$ cat src/rtl/eprisc_uart_transmitter_if.sv
// eprisc_uart_transmitter_if: register-side bus of the TTL serial transmitter
// master: controller side (drives iTxData/iTxWrite/iTxClearOverrun, observes status and line)
// slave: transmitter side (observes write/clear, drives oTxFull/oTxEmpty/oTxBusy/oTxOverrun/oTTLSerialTX)
interface eprisc_uart_transmitter_if;
  logic [7:0] iTxData;
  logic       iTxWrite;
  logic       iTxClearOverrun;
  logic       oTxFull;
  logic       oTxEmpty;
  logic       oTxBusy;
  logic       oTxOverrun;
  logic       oTTLSerialTX;
  modport master (
    output iTxData, iTxWrite, iTxClearOverrun,
    input  oTxFull, oTxEmpty, oTxBusy, oTxOverrun, oTTLSerialTX
  );
  modport slave (
    input  iTxData, iTxWrite, iTxClearOverrun,
    output oTxFull, oTxEmpty, oTxBusy, oTxOverrun, oTTLSerialTX
  );
endinterface

$ cat src/rtl/eprisc_uart_transmitter.sv
// eprisc_uart_transmitter: FIFO-buffered 8N1 TTL serial transmitter (8E1 with UART_TX_PARITY_EN)
// iBoardClock/iBoardReset: board clock, async active-high reset
// bus (slave): iTxData/iTxWrite enqueue, iTxClearOverrun, status flags, oTTLSerialTX line
module eprisc_uart_transmitter #(
  parameter int pClockDivide   = 256,
  parameter int pFifoDepthLog2 = 2
) (
  input logic iBoardClock,
  input logic iBoardReset,
  eprisc_uart_transmitter_if.slave bus
);
  localparam int          D   = 1 << pFifoDepthLog2;
  localparam int          CW  = pFifoDepthLog2 + 1;
  localparam logic [15:0] DIV = 16'(pClockDivide - 1);
`ifdef UART_TX_PARITY_EN
  typedef enum logic [2:0] {IDLE, START, DATA, PARITY, STOP} state_t;
  logic parity;
`else
  typedef enum logic [2:0] {IDLE, START, DATA, STOP} state_t;
`endif
  state_t state;
  logic [7:0] mem [D];
  logic [pFifoDepthLog2-1:0] wr_ptr, rd_ptr;
  logic [CW-1:0] count, count_next;
  logic [15:0] cnt;
  logic [2:0] idx;
  logic [7:0] shift;
  logic full, empty, overrun, busy, tx, push, pop, last;
  assign last = cnt == 16'd0;
  assign push = bus.iTxWrite && !full;
  // pop from IDLE, or on the final stop cycle so frames run back-to-back
  assign pop = !empty && (state == IDLE || (state == STOP && last));
  always_comb count_next = count + CW'(push) - CW'(pop);
  assign bus.oTxFull      = full;
  assign bus.oTxEmpty     = empty;
  assign bus.oTxBusy      = busy;
  assign bus.oTxOverrun   = overrun;
  assign bus.oTTLSerialTX = tx;
  always_ff @(posedge iBoardClock)
    if (push) mem[wr_ptr] <= bus.iTxData;
  always_ff @(posedge iBoardClock or posedge iBoardReset)
    if (iBoardReset) begin
      wr_ptr  <= '0;
      rd_ptr  <= '0;
      count   <= '0;
      full    <= 1'b0;
      empty   <= 1'b1;
      overrun <= 1'b0;
    end else begin
      if (push) wr_ptr <= wr_ptr + 1'b1;
      if (pop) rd_ptr <= rd_ptr + 1'b1;
      count   <= count_next;
      full    <= count_next == CW'(D);
      empty   <= count_next == '0;
      overrun <= (bus.iTxWrite && full) ? 1'b1 : bus.iTxClearOverrun ? 1'b0 : overrun;
    end
  always_ff @(posedge iBoardClock or posedge iBoardReset)
    if (iBoardReset) begin
      state <= IDLE;
      tx    <= 1'b1;
      busy  <= 1'b0;
      cnt   <= '0;
      idx   <= '0;
      shift <= '0;
`ifdef UART_TX_PARITY_EN
      parity <= 1'b0;
`endif
    end else if (pop) begin
      state <= START;
      tx    <= 1'b0;
      busy  <= 1'b1;
      cnt   <= DIV;
      shift <= mem[rd_ptr];
`ifdef UART_TX_PARITY_EN
      parity <= ^mem[rd_ptr];
`endif
    end else begin
      case (state)
        START:
          if (last) begin
            state <= DATA;
            cnt   <= DIV;
            idx   <= '0;
            tx    <= shift[0];
          end else cnt <= cnt - 16'd1;
        DATA:
          if (last) begin
            cnt <= DIV;
            if (idx == 3'd7) begin
`ifdef UART_TX_PARITY_EN
              state <= PARITY;
              tx    <= parity;
`else
              state <= STOP;
              tx    <= 1'b1;
`endif
            end else begin
              idx   <= idx + 3'd1;
              shift <= shift >> 1;
              tx    <= shift[1];
            end
          end else cnt <= cnt - 16'd1;
`ifdef UART_TX_PARITY_EN
        PARITY:
          if (last) begin
            state <= STOP;
            cnt   <= DIV;
            tx    <= 1'b1;
          end else cnt <= cnt - 16'd1;
`endif
        STOP:
          if (last) begin
            state <= IDLE;
            busy  <= 1'b0;
          end else cnt <= cnt - 16'd1;
        default: begin
          state <= IDLE;
          tx    <= 1'b1;
        end
      endcase
    end
endmodule

$ cat src/flat_wrapper.sv
// flat-port wrapper written by rule: the top's interface ports become plain ports
module eprisc_uart_transmitter_flat 
#(
  parameter int pClockDivide   = 256,
  parameter int pFifoDepthLog2 = 2
)
  (iBoardClock, iBoardReset, bus_iTxData, bus_iTxWrite, bus_iTxClearOverrun, bus_oTxFull, bus_oTxEmpty, bus_oTxBusy, bus_oTxOverrun, bus_oTTLSerialTX);
  eprisc_uart_transmitter_if bus_i ();
  input logic iBoardClock;
  input logic iBoardReset;
  input wire logic [$bits(bus_i.iTxData)-1:0] bus_iTxData;
  input wire logic [$bits(bus_i.iTxWrite)-1:0] bus_iTxWrite;
  input wire logic [$bits(bus_i.iTxClearOverrun)-1:0] bus_iTxClearOverrun;
  output wire logic [$bits(bus_i.oTxFull)-1:0] bus_oTxFull;
  output wire logic [$bits(bus_i.oTxEmpty)-1:0] bus_oTxEmpty;
  output wire logic [$bits(bus_i.oTxBusy)-1:0] bus_oTxBusy;
  output wire logic [$bits(bus_i.oTxOverrun)-1:0] bus_oTxOverrun;
  output wire logic [$bits(bus_i.oTTLSerialTX)-1:0] bus_oTTLSerialTX;
  assign bus_i.iTxData = bus_iTxData;
  assign bus_i.iTxWrite = bus_iTxWrite;
  assign bus_i.iTxClearOverrun = bus_iTxClearOverrun;
  assign bus_oTxFull = bus_i.oTxFull;
  assign bus_oTxEmpty = bus_i.oTxEmpty;
  assign bus_oTxBusy = bus_i.oTxBusy;
  assign bus_oTxOverrun = bus_i.oTxOverrun;
  assign bus_oTTLSerialTX = bus_i.oTTLSerialTX;
  eprisc_uart_transmitter #(.pClockDivide(pClockDivide), .pFifoDepthLog2(pFifoDepthLog2)) u_core (.iBoardClock(iBoardClock), .iBoardReset(iBoardReset), .bus(bus_i));
endmodule
$ cat config.mk
export PLATFORM = sky130hd
export DESIGN_NAME = eprisc_uart_transmitter_flat
export DESIGN_NICKNAME = d
export VERILOG_FILES = /design/src/rtl/eprisc_uart_transmitter_if.sv /design/src/rtl/eprisc_uart_transmitter.sv /design/src/flat_wrapper.sv
export SDC_FILE = /design/constraint.sdc
export NUM_CORES = 1
export LEC_CHECK = 0
export CAP_MARGIN = 20
export CORE_UTILIZATION = 35
export CTS_CLUSTER_DIAMETER = 60
export CTS_CLUSTER_SIZE = 12
export DETAILED_ROUTE_END_ITERATION = 8
export PLACE_DENSITY = 0.53
export SLEW_MARGIN = 5
export SYNTH_ARGS = -nofsm -noshare
export SYNTH_HDL_FRONTEND = slang
export SYNTH_SLANG_ARGS = --single-unit
$ cat constraint.sdc
create_clock -name iBoardClock -period 3.2 [get_ports iBoardClock]
set_input_delay 0.64 -clock iBoardClock [delete_from_list [all_inputs] [get_ports iBoardClock]]
set_output_delay 0.64 -clock iBoardClock [all_outputs]
set_load 0.01 [all_outputs]
==> run_results.csv <==
group,metric,value,unit
setup_path,critical_path_class,"register to register",
cts,clockRootBuffer,"clkbuf_8",
cts,cts_setup_buffers,0,
cts,path_clk_slew,0.09,ns
final_layout,layout.cells.non_filler,425,
setup_path,r2r_cells,11,
worst_hold_path,holdPathStages,1,
grt,grt_max_degree,42,
routing,wl_per_cell,14.1,um
setup_path,cpMostUsedCell,"ha_1",
final_layout,nNetsFinal,317,
floorplan,core,9330,um^2
place,hpwl,4.04,mm
final_layout,fill_cells,863,
grt,gr-usage-all-layers,0.135,
synth,syn_area,3410,um^2
setup_path,startpoint,"u_core.state[1]",
setup_path,required,3.45,ns
sta,finalWorstSetupSlack,0.490,ns
setup_path,critPathTopFamily,"adder cells",
final_layout,final_common_cell,"dfrtp_1",
setup_path,crit_path_top_delay_cell,"dfrtp_1",
final_layout,layout-drive-gt1-share,0.152,
setup_path,r2r-start,"u_core.state[1]",
sta,hold_violations,0,
final_layout,n_antenna_cell,0,
setup_path,worst_r2r_endpoint,"u_core.bus.oTxFull",
run_status,status,"completed",
floorplan,die_h,101,um
sta,maxSlewViolCount,0,
routing,vias_per_cell,4.92,
cts,holdBufCountCts,0,
power,powerDensity,566,nW/um^2
sta,timing.fmax,369,MHz
setup_path,worst-r2r-setup-slack,0.49,ns
routing,ant_nets,0,
synth,yosysSeqAreaShare,0.583,
worst_hold_path,hp-start,"u_core.idx[2]",
place,gp_congestion,0.752,
sta,worst_pin_slew,1.01,ns
synth,syn_avg_cell_area,12.7,um^2
power,ir_drop,0.000380,V
floorplan,dieArea,10200,um^2
setup_path,critPathLaunchType,"register",
grt,grt_pass1_wl,10.6,mm
routing,drt_iter0_markers,136,
sta,post-route-period-util,0.847,
synth,synth_edf_count,32,
sta,finClkSkew,0.00863,ns
setup_path,worstPathArrival,2.96,ns
cts,clockBufferDepth,2,
final_layout,regArea,1990,um^2
floorplan,start_util,0.366,
synth,ys_async_sr_fraction,0.562,
floorplan,die_w,101,um
floorplan,rows,35,
sta,slew_headroom,0.316,
synth,synth_ff_type,"dfrtp_1",
worst_hold_path,hold_end,"u_core.idx[2]",
final_layout,final_cell_mix,"dfrtp_1 (39), edfxtp_1 (32), o21ai_0 (22)",
grt,grt_overflow,0,
cts,htreeDepth,3,
cts,cts_resized,0,
place,dp_slack,0.442,ns
place,placedCellCount,409,
setup_path,end_kind,"register",
cts,cts.sinks,73,
cts,worst_skew_pair.late_latency,0.34,ns
sta,min_period,2.71,ns
job,maxCapViolations,0,
synth,ys.warnings.count,0,
cts,cts_made_buffers,9,
sta,rsz0062_at_grt,"false",
routing,drt_wl_total,6.00,mm
synth,syn-num-nets,295,
sta,timing.final.setup_violations,0,
setup_path,critPathMaxFanout,4,
final_layout,multi_input_area,1330,um^2
floorplan,io_pins,17,
routing,vias,2090,
place,port-buffer-count,16,
setup_path,cp.buffers_inverters,2,
worst_hold_path,hp-class,"register to register",
sta,setup_tns,0,ns
grt,grt_pass1_vias,2135,
setup_path,cpPeakStageDelay,0.39,ns
cts,cts_tree,"done",
power,power_leakage,1.50,nW
synth,synth_seq_cells,73,
setup_path,crit_chain,"ha_1 -> nor4bb_1 -> nand4_1 -> a21oi_2 -> ha_1 -> inv_1 -> ha_1 -> inv_1 -> fa_1 -> xnor2_1 -> nor3b_1",
routing,drc_errors,0,
synth,synth_cells,269,
grt,antenna_found_initial,0,
final_layout,synthToLayoutAreaGrowth,16.0,%
routing,drtPass1Iterations,5,
synth,ys_types,51,
## cell usage after synthesis (2+ instances only)
cell / number / share of area
a21bo_2: 2 / 0.0059
nor4_1: 7 / 0.013
buf_2: 3 / 0.0044
nor3b_1: 2 / 0.0044
nand3_1: 5 / 0.0073
buf_1: 2 / 0.0022
o21ai_0: 22 / 0.032
dfstp_2: 2 / 0.015
nor2b_1: 2 / 0.0037
dfrtp_1: 39 / 0.29
inv_1: 13 / 0.014
clkbuf_1: 6 / 0.0066
a21oi_1: 12 / 0.018
nand2_1: 20 / 0.022
mux2i_1: 8 / 0.023
o21ai_1: 3 / 0.0044
a31oi_1: 4 / 0.0073
xnor2_1: 5 / 0.013
mux4_2: 8 / 0.053
edfxtp_1: 32 / 0.28
or4_1: 2 / 0.0044
nor3_1: 9 / 0.013
and2_1: 4 / 0.0073
or4_4: 3 / 0.0099
a21o_1: 4 / 0.0088
nand2b_1: 6 / 0.011
ha_1: 13 / 0.048
nor2_1: 8 / 0.0088
## state kept, by name (all words and copies together), names as in the netlist
name                     count
u_core.cnt                  16
u_core.wr_ptr                2
u_core.bus.oTxFull           1
u_core.state                 2
u_core.idx                   3
u_core.bus.oTTLSerialTX      1
u_core.bus.oTxBusy           1
u_core.count                 3
u_core.rd_ptr                2
u_core.bus.oTxOverrun        1
u_core.shift                 8
u_core.bus.oTxEmpty          1
u_core.mem                  32
## layout make-up
class                      count  area share
clock inverter                 7      0.0256
timing repair buffer          22      0.0518
tap                          129      0.0407
inverter                      14      0.0133
multi-input combinational    171       0.335
sequential                    73       0.502
clock buffer                   9      0.0313
## report_power, final
part           switching (mW)  internal (mW)  leakage (nW)
registers              0.0410           1.11         0.782
logic                   0.152          0.127         0.616
clock network           0.367          0.446         0.106
total                   0.560           1.68          1.50
## metal layers
layer  vias to the layer above  track usage  wire [um]
li1                       1036            -          -
met1                      1017        0.172       2850
met2                        31        0.227       2930
met3                         6       0.0312        159
met4                         0       0.0468         63
met5                         -            0          0
## stage by stage
| step | utilization | power (mW) | cell area (um^2) | hold slack [ns] |
|---|---|---|---|---|
| 6_report | 0.425 | 2.24 | 3960 | 0.493 |
| 5_1_grt | 0.425 | 2.36 | 3960 | 0.518 |
| 4_1_cts | 0.425 | 2.28 | 3960 | 0.497 |
| 3_5_place_dp | 0.401 | 1.46 | 3740 | 0.477 |
| 3_3_place_gp | 0.401 | 1.45 | 3740 | 0.467 |
| 2_1_floorplan | - | 1.36 | 3410 | 0.454 |
## kinds of logic (layout without fill, tap and decap cells)
family          count (synthesis)  in the layout  synth area share
compound gates                 58             58             0.110
simple gates                   77             77             0.133
buf+inv                        25             52            0.0286
flops                          73             73             0.583
mux                            16             16            0.0762
fa+ha+maj                      14             14            0.0535
xor+xnor                        6              6            0.0154
## how the worst max path moves through the flow
stage | end | depth (start not counted)
finish | u_core.bus.oTxFull | 11
global route | u_core.bus.oTxFull | 12
CTS | u_core.bus.oTxFull | 11
detailed placement | u_core.bus.oTxFull | 11
global placement | u_core.bus.oTxFull | 11
floorplan | u_core.bus.oTxFull | 11
## worst reg2reg max path, cell delays in order (launching register included)
cell      delay, ns
dfrtp_1        0.39
ha_1           0.25
nor4bb_1       0.29
nand4_1        0.20
a21oi_2        0.22
ha_1           0.25
inv_1          0.06
ha_1           0.13
inv_1          0.04
fa_1           0.37
xnor2_1        0.23
nor3b_1        0.20
Power figures use the tool's default switching activity.
